==> src/rtl/transpose_hbm_wr_sched_if.sv <==
// Descriptor handshake between the weight-packing scheduler and the HBM AXI write engine.
interface transpose_hbm_wr_sched_if #(
  parameter int ADDR_W = 32
);
  logic              cmd_valid;
  logic              cmd_ready;
  logic [ADDR_W-1:0] cmd_addr;
  logic [7:0]        cmd_len;
  logic              cmd_is_scale;
  logic              cmd_last;

  modport master (
    output cmd_valid, cmd_addr, cmd_len, cmd_is_scale, cmd_last,
    input  cmd_ready
  );

  modport slave (
    input  cmd_valid, cmd_addr, cmd_len, cmd_is_scale, cmd_last,
    output cmd_ready
  );
endinterface

==> src/rtl/transpose_hbm_wr_sched.sv <==
// HBM write-descriptor scheduler for transposed INT4 weight rows (weight bursts + FP-scale beat per group).
// Optional macro TRANSPOSE_SCALE_FIRST_EN: issue each group's scale beat ahead of its weight bursts.
module transpose_hbm_wr_sched #(
  parameter int ADDR_W     = 32,
  parameter int CNT_W      = 16,
  parameter int BEAT_BYTES = 32,
  parameter int MAX_BURST  = 16
) (
  input  logic              clk,
  input  logic              rst,
  input  logic              start,
  input  logic [ADDR_W-1:0] cfg_base_addr,
  input  logic [ADDR_W-1:0] cfg_row_stride,
  input  logic [CNT_W-1:0]  cfg_rows,
  input  logic [CNT_W-1:0]  cfg_groups,
  input  logic [CNT_W-1:0]  cfg_grp_wt_beats,
  input  logic [CNT_W-1:0]  cfg_last_wt_beats,
  output logic              busy,
  output logic              done,
  transpose_hbm_wr_sched_if.master cmd
);

`ifdef TRANSPOSE_SCALE_FIRST_EN
  localparam bit SCALE_FIRST = 1'b1;
`else
  localparam bit SCALE_FIRST = 1'b0;
`endif

  typedef enum logic [2:0] {IDLE, WT, SCALE, ADV, FIN} state_t;

  state_t            state_q, state_d;
  logic              cmd_valid_q, cmd_valid_d;
  logic [ADDR_W-1:0] cmd_addr_q, cmd_addr_d;
  logic [7:0]        cmd_len_q, cmd_len_d;
  logic              cmd_is_scale_q, cmd_is_scale_d;
  logic              cmd_last_q, cmd_last_d;
  logic [ADDR_W-1:0] row_base_q, row_base_d;
  logic [ADDR_W-1:0] stride_q, stride_d;
  logic [CNT_W-1:0]  rows_q, rows_d;
  logic [CNT_W-1:0]  groups_q, groups_d;
  logic [CNT_W-1:0]  grp_beats_q, grp_beats_d;
  logic [CNT_W-1:0]  last_beats_q, last_beats_d;
  logic [CNT_W-1:0]  row_q, row_d;
  logic [CNT_W-1:0]  grp_q, grp_d;
  logic [CNT_W-1:0]  rem_q, rem_d;

  logic              hs, load, last_pos;
  state_t            nxt;
  logic [CNT_W-1:0]  beats, blen;
  logic [CNT_W-1:0]  rows_e, groups_e, gb_e, lb_e;

  function automatic logic [CNT_W-1:0] group_beats(
    input logic [CNT_W-1:0] g, groups, gb, lb
  );
    return ((g == groups - CNT_W'(1)) && (lb != '0)) ? lb : gb;
  endfunction

  function automatic state_t group_entry(input logic [CNT_W-1:0] wt_beats);
    return (SCALE_FIRST || (wt_beats == '0)) ? SCALE : WT;
  endfunction

  assign hs       = cmd_valid_q & cmd.cmd_ready;
  assign busy     = (state_q == WT) || (state_q == SCALE);
  assign done     = (state_q == FIN);
  assign rows_e   = (state_q == IDLE) ? cfg_rows          : rows_q;
  assign groups_e = (state_q == IDLE) ? cfg_groups        : groups_q;
  assign gb_e     = (state_q == IDLE) ? cfg_grp_wt_beats  : grp_beats_q;
  assign lb_e     = (state_q == IDLE) ? cfg_last_wt_beats : last_beats_q;

  always_comb begin
    nxt            = state_q;
    load           = 1'b0;
    beats          = CNT_W'(cmd_len_q) + CNT_W'(1);
    cmd_valid_d    = cmd_valid_q;
    cmd_addr_d     = cmd_addr_q;
    cmd_len_d      = cmd_len_q;
    cmd_is_scale_d = cmd_is_scale_q;
    cmd_last_d     = cmd_last_q;
    row_base_d     = row_base_q;
    stride_d       = stride_q;
    rows_d         = rows_q;
    groups_d       = groups_q;
    grp_beats_d    = grp_beats_q;
    last_beats_d   = last_beats_q;
    row_d          = row_q;
    grp_d          = grp_q;
    rem_d          = rem_q;

    unique case (state_q)
      IDLE: if (start) begin
        stride_d     = cfg_row_stride;
        rows_d       = cfg_rows;
        groups_d     = cfg_groups;
        grp_beats_d  = cfg_grp_wt_beats;
        last_beats_d = cfg_last_wt_beats;
        if (cfg_rows == '0 || cfg_groups == '0) begin
          nxt = FIN;
        end else begin
          cmd_addr_d = cfg_base_addr;
          row_base_d = cfg_base_addr;
          row_d      = '0;
          grp_d      = '0;
          rem_d      = group_beats('0, cfg_groups, cfg_grp_wt_beats, cfg_last_wt_beats);
          nxt        = group_entry(rem_d);
          load       = 1'b1;
        end
      end
      WT: if (hs) begin
        cmd_addr_d = cmd_addr_q + ADDR_W'(beats) * ADDR_W'(BEAT_BYTES);
        rem_d      = rem_q - beats;
        load       = 1'b1;
        nxt        = (rem_d != '0) ? WT : (SCALE_FIRST ? ADV : SCALE);
      end
      SCALE: if (hs) begin
        cmd_addr_d = cmd_addr_q + ADDR_W'(BEAT_BYTES);
        load       = 1'b1;
        nxt        = (SCALE_FIRST && rem_q != '0) ? WT : ADV;
      end
      FIN:     nxt = IDLE;
      default: nxt = IDLE;
    endcase

    // ADV is resolved in the same cycle as the handshake so the next group's descriptor follows back-to-back.
    if (nxt == ADV) begin
      if (grp_q == groups_q - CNT_W'(1)) begin
        if (row_q == rows_q - CNT_W'(1)) begin
          nxt = FIN;
        end else begin
          row_d      = row_q + CNT_W'(1);
          grp_d      = '0;
          row_base_d = row_base_q + stride_q;
          cmd_addr_d = row_base_d;
          rem_d      = group_beats('0, groups_q, grp_beats_q, last_beats_q);
          nxt        = group_entry(rem_d);
        end
      end else begin
        grp_d = grp_q + CNT_W'(1);
        rem_d = group_beats(grp_d, groups_q, grp_beats_q, last_beats_q);
        nxt   = group_entry(rem_d);
      end
    end

    last_pos = (grp_d == groups_e - CNT_W'(1)) && (row_d == rows_e - CNT_W'(1));
    blen     = (rem_d > CNT_W'(MAX_BURST)) ? CNT_W'(MAX_BURST) : rem_d;

    if (load) begin
      if (nxt == FIN) begin
        cmd_valid_d = 1'b0;
      end else begin
        cmd_valid_d    = 1'b1;
        cmd_is_scale_d = (nxt == SCALE);
        cmd_len_d      = (nxt == WT) ? 8'(blen - CNT_W'(1)) : '0;
        if (SCALE_FIRST)
          cmd_last_d = last_pos && ((nxt == WT) ? (rem_d <= CNT_W'(MAX_BURST)) : (rem_d == '0));
        else
          cmd_last_d = last_pos && (nxt == SCALE);
      end
    end
    state_d = nxt;
  end

  always_ff @(posedge clk) begin
    if (rst) begin
      state_q        <= IDLE;
      cmd_valid_q    <= 1'b0;
      cmd_addr_q     <= '0;
      cmd_len_q      <= '0;
      cmd_is_scale_q <= 1'b0;
      cmd_last_q     <= 1'b0;
      row_base_q     <= '0;
      stride_q       <= '0;
      rows_q         <= '0;
      groups_q       <= '0;
      grp_beats_q    <= '0;
      last_beats_q   <= '0;
      row_q          <= '0;
      grp_q          <= '0;
      rem_q          <= '0;
    end else begin
      state_q        <= state_d;
      cmd_valid_q    <= cmd_valid_d;
      cmd_addr_q     <= cmd_addr_d;
      cmd_len_q      <= cmd_len_d;
      cmd_is_scale_q <= cmd_is_scale_d;
      cmd_last_q     <= cmd_last_d;
      row_base_q     <= row_base_d;
      stride_q       <= stride_d;
      rows_q         <= rows_d;
      groups_q       <= groups_d;
      grp_beats_q    <= grp_beats_d;
      last_beats_q   <= last_beats_d;
      row_q          <= row_d;
      grp_q          <= grp_d;
      rem_q          <= rem_d;
    end
  end

  assign cmd.cmd_valid    = cmd_valid_q;
  assign cmd.cmd_addr     = cmd_addr_q;
  assign cmd.cmd_len      = cmd_len_q;
  assign cmd.cmd_is_scale = cmd_is_scale_q;
  assign cmd.cmd_last     = cmd_last_q;

endmodule

==> src/flat_wrapper.sv <==
// flat-port wrapper written by rule: the top's interface ports become plain ports
module transpose_hbm_wr_sched_flat 
#(
  parameter int ADDR_W     = 32,
  parameter int CNT_W      = 16,
  parameter int BEAT_BYTES = 32,
  parameter int MAX_BURST  = 16
)
  (clk, rst, start, cfg_base_addr, cfg_row_stride, cfg_rows, cfg_groups, cfg_grp_wt_beats, cfg_last_wt_beats, busy, done, cmd_cmd_valid, cmd_cmd_addr, cmd_cmd_len, cmd_cmd_is_scale, cmd_cmd_last, cmd_cmd_ready);
  transpose_hbm_wr_sched_if #(.ADDR_W(ADDR_W)) cmd_i ();
  input  logic clk;
  input  logic rst;
  input  logic start;
  input  logic [ADDR_W-1:0] cfg_base_addr;
  input  logic [ADDR_W-1:0] cfg_row_stride;
  input  logic [CNT_W-1:0] cfg_rows;
  input  logic [CNT_W-1:0] cfg_groups;
  input  logic [CNT_W-1:0] cfg_grp_wt_beats;
  input  logic [CNT_W-1:0] cfg_last_wt_beats;
  output logic busy;
  output logic done;
  output wire logic [$bits(cmd_i.cmd_valid)-1:0] cmd_cmd_valid;
  output wire logic [$bits(cmd_i.cmd_addr)-1:0] cmd_cmd_addr;
  output wire logic [$bits(cmd_i.cmd_len)-1:0] cmd_cmd_len;
  output wire logic [$bits(cmd_i.cmd_is_scale)-1:0] cmd_cmd_is_scale;
  output wire logic [$bits(cmd_i.cmd_last)-1:0] cmd_cmd_last;
  input wire logic [$bits(cmd_i.cmd_ready)-1:0] cmd_cmd_ready;
  assign cmd_cmd_valid = cmd_i.cmd_valid;
  assign cmd_cmd_addr = cmd_i.cmd_addr;
  assign cmd_cmd_len = cmd_i.cmd_len;
  assign cmd_cmd_is_scale = cmd_i.cmd_is_scale;
  assign cmd_cmd_last = cmd_i.cmd_last;
  assign cmd_i.cmd_ready = cmd_cmd_ready;
  transpose_hbm_wr_sched #(.ADDR_W(ADDR_W), .CNT_W(CNT_W), .BEAT_BYTES(BEAT_BYTES), .MAX_BURST(MAX_BURST)) u_core (.clk(clk), .rst(rst), .start(start), .cfg_base_addr(cfg_base_addr), .cfg_row_stride(cfg_row_stride), .cfg_rows(cfg_rows), .cfg_groups(cfg_groups), .cfg_grp_wt_beats(cfg_grp_wt_beats), .cfg_last_wt_beats(cfg_last_wt_beats), .busy(busy), .done(done), .cmd(cmd_i));
endmodule
==> config.mk <==
export PLATFORM = sky130hd
export DESIGN_NAME = transpose_hbm_wr_sched_flat
export DESIGN_NICKNAME = d
export VERILOG_FILES = /design/src/rtl/transpose_hbm_wr_sched_if.sv /design/src/rtl/transpose_hbm_wr_sched.sv /design/src/flat_wrapper.sv
export SDC_FILE = /design/constraint.sdc
export NUM_CORES = 1
export LEC_CHECK = 0
export CORE_MARGIN = 1
export CORE_UTILIZATION = 60
export DETAILED_ROUTE_END_ITERATION = 16
export DONT_BUFFER_PORTS = 1
export GPL_ROUTABILITY_DRIVEN = 0
export PLACE_DENSITY = 0.72
export SYNTH_ARGS = -nofsm -noshare
export SYNTH_HDL_FRONTEND = slang
export SYNTH_SLANG_ARGS = --single-unit
export TNS_END_PERCENT = 30
==> constraint.sdc <==
create_clock -name clk -period 13.7 [get_ports clk]
set_clock_uncertainty 0.2 [all_clocks]
set_input_delay 2.055 -clock clk [delete_from_list [all_inputs] [get_ports clk]]
set_output_delay 2.055 -clock clk [all_outputs]
set_load 0.01 [all_outputs]
# Word level (Yosys, flattened, before mapping)
# Index checks and enable logic that the tools add are counted.
dict set report totals {
  register_bits 222
  in_bits 132
  out_inout_bits 45
  word_cells 121
}
dict set report classes {
  add_sub_neg 13
  n_lt_le_gt_ge 1
  n_eq_ne 12
  n_mux 57
  bitwise 2
  reduce_logical 21
}
# cell count
set op_table {}
lappend op_table {{$mux W32} 13}
lappend op_table {{$mux W16} 23}
lappend op_table {{$logic_not A16 Y1} 7}
lappend op_table {{$pmux W32 S3} 1}
lappend op_table {{$eq A16 B16 Y1} 5}
lappend op_table {{$sub A16 B1 Y16 const B} 5}
lappend op_table {{$reduce_bool A16 Y1} 3}
lappend op_table {{$add A16 B1 Y16 const B} 2}
lappend op_table {{$add A32 B21 Y32} 1}
lappend op_table {{$add A32 B32 Y32} 1}
lappend op_table {{$add A32 B6 Y32 const B} 1}
lappend op_table {{$pmux W16 S2} 1}
lappend op_table {{$mux W3} 7}
lappend op_table {{$gt A16 B5 Y1 const B} 1}
lappend op_table {{$mux W8} 2}
lappend op_table {{$sub A16 B16 Y16} 1}
lappend op_table {{$add A8 B1 Y9 const B} 1}
lappend op_table {{$eq A3 B2 Y1 const B} 3}
lappend op_table {{$pmux W3 S3} 1}
lappend op_table {{$mux W2} 4}
lappend op_table {{$sub A8 B1 Y8 const B} 1}
lappend op_table {{$eq A3 B1 Y1 const B} 2}
lappend op_table {{$eq A3 B3 Y1 const B} 2}
lappend op_table {{$logic_and A1 B1 Y1} 5}
lappend op_table {{other kinds (8)} 13}

# Depth between registers and ports, before layout
dict set report depth {
  ltp_word 15
  depth_mapped 22
  depth_no_buf 21
}

# Worst setup path after synthesis
# No wires, ideal clock.
dict set report synth_timing {
  path_kind {input to register}
  startpoint {in cfg_groups[2]}
  endpoint {reg u_core.cmd_len_q[1], in the netlist u_core.cmd.cmd_len[1]}
  setup_time_ns 0.070
  arrival_time_ns 5.948
  required_time_ns 13.430
  slack_ns 7.482
  path_stages 15
  path_buffers 1
  cell_sequence {or4_1 > or2_2 > or4_1 > clkbuf_1 > mux2i_1 > nor2_1 > a221oi_1 > o22ai_1 > a221oi_2 > nand3_1 > nor4_4 > nand2b_1 > ha_1 > or3_1 > a21oi_1}
}
dict set report synth_between {
  elab_chain_len 15
  elab_cells_between_ends 30
  classes_between {add/sub: 2; order compare: 1; eq/ne: 3; mux: 17; bitwise: 1; reduce/logical: 6}
}
# item line_no
set synth_rtl {}
lappend synth_rtl {{from (decl)} flat_wrapper.sv:17} ;# input logic [CNT_W-1:0] cfg_groups;
lappend synth_rtl {{$sub A16 B1 Y16} transpose_hbm_wr_sched.sv:55} ;# return ((g == groups - CNT_W'(1)) && (lb != '0)) ? lb : gb;
lappend synth_rtl {{$logic_not A16 Y1} transpose_hbm_wr_sched.sv:55}
lappend synth_rtl {{$logic_and A1 B1 Y1} transpose_hbm_wr_sched.sv:55}
lappend synth_rtl {{$mux W16} transpose_hbm_wr_sched.sv:55}
lappend synth_rtl {{$logic_not A16 Y1} transpose_hbm_wr_sched.sv:59} ;# return (SCALE_FIRST || (wt_beats == '0)) ? SCALE : WT;
lappend synth_rtl {{$mux W2} transpose_hbm_wr_sched.sv:59}
lappend synth_rtl {{$mux W3} transpose_hbm_wr_sched.sv:96} ;# if (cfg_rows == '0 || cfg_groups == '0) begin
lappend synth_rtl {{$mux W3} transpose_hbm_wr_sched.sv:90} ;# IDLE: if (start) begin
lappend synth_rtl {{$pmux W3 S3} transpose_hbm_wr_sched.sv:89} ;# unique case (state_q)
lappend synth_rtl {{$eq A3 B2 Y1} transpose_hbm_wr_sched.sv:124} ;# if (nxt == ADV) begin
lappend synth_rtl {{$mux W16} transpose_hbm_wr_sched.sv:124}
lappend synth_rtl {{$gt A16 B5 Y1} transpose_hbm_wr_sched.sv:144} ;# blen = (rem_d > CNT_W'(MAX_BURST)) ? CNT_W'(MAX_BURST) : rem_d;
lappend synth_rtl {{$mux W8} transpose_hbm_wr_sched.sv:144}
lappend synth_rtl {{$sub A8 B1 Y8} transpose_hbm_wr_sched.sv:152} ;# cmd_len_d = (nxt == WT) ? 8'(blen - CNT_W'(1)) : '0;
lappend synth_rtl {{$mux W8} transpose_hbm_wr_sched.sv:152}
lappend synth_rtl {{to (signal assigned)} transpose_hbm_wr_sched.sv:183} ;# cmd_len_q <= cmd_len_d;
lappend synth_rtl {{to (decl)} transpose_hbm_wr_sched.sv:34} ;# logic [7:0] cmd_len_q, cmd_len_d;
# Several ways; a longest one is shown, not always the timed one.
# A chain may end at the register's enable or synchronous reset.

# Final worst setup path
# Ends and elaborated chain as after synthesis.

==> key figures <==
Global route
  – Vias in the first global route: 16,627
  – First-pass GRT wire length: 90,200 microns
  – Gr usage total: 38.0%
  – Total gr overflow: 0
  – Largest net degree at the start of global routing: roughly 160
  – Initial antenna violation count: 1

Floorplanning
  – Rows: 61
  – DIE HEIGHT: 172 microns
  – Core ar.: 28,200 sq um
  – Die Width: 172 microns
  – Starting Density: 61.8%
  – Total die area: 29,700 sq um
  – IO Count: between 150 and 200

Clocking
  – H-Tree Level Count: 1
  – Clock buffer depth: 3
  – Post-CTS sizing: 0
  – Clock Sinks: 222
  – CTS tree: built
  – CTS Hold Buffers Added: 0
  – Setup repair bufs after CTS: 0
  – CTS buffer count: 26
  – Latest clock arrival within the worst-skew pair: 0.54 ns
  – CTS root buffer: clkbuf_16
  – Clk slew on worst S/H paths: 0.06 ns

STA
  – Total negative slack: 0 ns
  – Relative slew slack: 26.6%
  – Fin crit period: 6.45 ns
  – Fmax: 155 MHz
  – Final worst slack: about 7.2 ns
  – Final hold violations: 0
  – Worst-margin pin slew: 1.10 ns
  – Slew Limit Fails: 0
  – # setup viols final: 0
  – Final period util: 47.1%
  – Unrepaired setup endpoints after global routing: false

Synthesis
  – Average cell area after synthesis: 7.23 sq um
  – Mapped cell area: 17,400 sq um
  – Largest area contributor in the synthesized netlist: dfxtp_1
  – Cells after Synth: roughly 2,400
  – Number of synthesized flops with an enable pin: 0
  – Cells taking the most area after synthesis: dfxtp_1 (26%), nand2_1 (8.6%), a21oi_1 (7.5%)
  – Cell variety after synth: 90
  – Yosys warning total: 0
  – Ys flop type: dfxtp_1
  – Most common library cells after synthesis: nand2_1 (399), a21oi_1 (262), dfxtp_1 (222), nor2_1 (180), clkbuf_1 (135)
  – Seq/Total Area, Yosys: 25.5%
  – Post-synthesis async set-or-reset flop share: 0%
  – Area share of the largest cell type after synthesis: 25.5%
  – Syn_nets: 2,601
  – Count leader, synth: nand2_1
  – Seq cells post-synth: 222

Power
  – Combinational group share of total power: around 22%
  – P_int: ~1.3 mW
  – Leakage Power: 7.06 nW
  – Sw Pwr: ~610 uW
  – Switching Share: between 30% and 40%
  – Clock Power Share: 39.0%
  – Pwr dens: ~100 nW/um^2
  – Sequential power share: 38.7%
  – Max IR drop VDD: 95.5 uV
  – Pwr Total: 1.90 mW

Critical path
  – Critical Path AT: 6.72 ns
  – CP Capture Type: flip-flop
  – Worst-path maximum fanout: 17
  – Setup Crit Path Kind: in -> reg
  – Worst path required time: 13.96 ns
  – Critical Path Start Type: input pin

Route
  – DR DRC count: 0
  – WL/cell: roughly 21 microns
  – Number of DRC markers in iteration 0: around 2,200
  – Total wire length: 57,800 microns
  – Antenna-violating nets left: 0
  – Vias: 18,195
  – Pre-Repair DR Iteration Count: 6
  – Via/cell ratio: 6.76

Finish
  – Filler cell count: 2,534
  – Layout area overhead: 5.45%
  – NumNets Final: 2,487
  – Share of layout cells above drive strength 1: 5.75%
  – Post-route design area: 18,300 sq um
  – Finished Core Util: 65.1%

Placement
  – Final HPWL from detailed placement: approximately 42,000 microns
  – Pre-CTS setup slack: 6.74 ns
  – Post-placement cell area: 17,400 sq um
  – I/O Buffers: 0

Flow run
  – Number of max-cap violations: 0

Run status
  – Status: finished, final reports clean

Worst hold path
  – HP Class: reg -> reg
state kept, by name, summed over array words and instances, names as in the netlist:
signal	flops
u_core.cmd.cmd_addr	32
u_core.cmd.cmd_is_scale	1
u_core.cmd.cmd_last	1
u_core.cmd.cmd_len	8
u_core.cmd.cmd_valid	1
u_core.groups_q	16
u_core.grp_beats_q	16
u_core.grp_q	16
u_core.last_beats_q	16
u_core.rem_q	16
u_core.row_base_q	32
u_core.row_q	16
u_core.rows_q	16
u_core.state_q	3
u_core.stride_q	32
metal layers:
metal | GRT usage, % | share of wire, % | up-vias
li1 | - | - | 8465
met1 | 51.2 | 42 | 8503
met2 | 59.6 | 43 | 1053
met3 | 7.23 | 10 | 174
met4 | 15.2 | 4.3 | 0
met5 | 0 | 0 | -
power by group through the flow:
stage                     Sequential (mW)  Combinational [mW]  Clock, mW
after global routing                0.740               0.465      0.773
after global placement              0.747               0.403          0
after CTS                           0.734               0.416      0.746
final                               0.736               0.425      0.742
after floorplan                     0.720               0.342          0
after detailed placement            0.747               0.412          0
cell type report:
type,instances,area (sq um),share of cell area (%)
multi-input combinational,1971,12200,66.3
sequential,222,4440,24.2
clock inverter,12,150,0.818
antenna,1,2.50,0.0136
inverter,53,199,1.08
tap,378,473,2.58
clock buffer,36,769,4.19
timing repair buffer,19,143,0.777
through the flow:
step	hold WS (ns)	cells
after floorplan	0.237	2407
after global placement	0.247	2643
after detailed placement	0.248	2643
after CTS	0.259	2691
after global routing	0.283	2692
final	0.262	2692
final timing paths:
kind                             start                    end  slack [ns]  depth (start not counted)
hold reg to reg   u_core.row_base_q[3]   u_core.row_base_q[3]        0.26                          2
setup reg to reg     u_core.state_q[0]  u_core.cmd.cmd_len[1]        7.36                         15
setup / recovery         cfg_groups[2]  u_core.cmd.cmd_len[1]        7.25                         14
hold / removal    u_core.row_base_q[3]   u_core.row_base_q[3]        0.26                          2
critical path, cell delays in order:
cell      delay, ns
or4_1          0.59
or2_2          0.31
or4_1          0.93
mux2i_1        0.32
nor2_1         0.07
a221oi_1       0.30
o22ai_1        0.17
a221oi_2       0.35
nand3_1        0.17
nor4_4         0.52
nand2b_1       0.12
ha_1           0.30
or3_1          0.36
a21oi_1        0.14
cell families after synthesis:
group	synth area share (%)
compound gates	23.2
xor+xnor	8.52
fa+ha+maj	4.59
buf+inv	4.79
flops	25.5
mux	4.86
simple gates	28.5
layout by cell type (no fill, tap or decap), types with 18 or more instances in the layout:
cell type,instances
o21ai_0,108
nor2b_1,18
and2_1,26
clkbuf_16,27
mux2i_1,62
nor2_1,178
nand3_1,71
and3_1,28
nor4_1,50
a21oi_1,262
buf_4,19
dfxtp_1,222
or3_1,24
nand2_1,398
nor3_1,77
ha_1,59
a31oi_1,40
xnor2_1,96
inv_1,52
mux2_2,20
nand4_1,39
xor2_1,63
a21o_1,27
(Power assumes the default switching activity.)
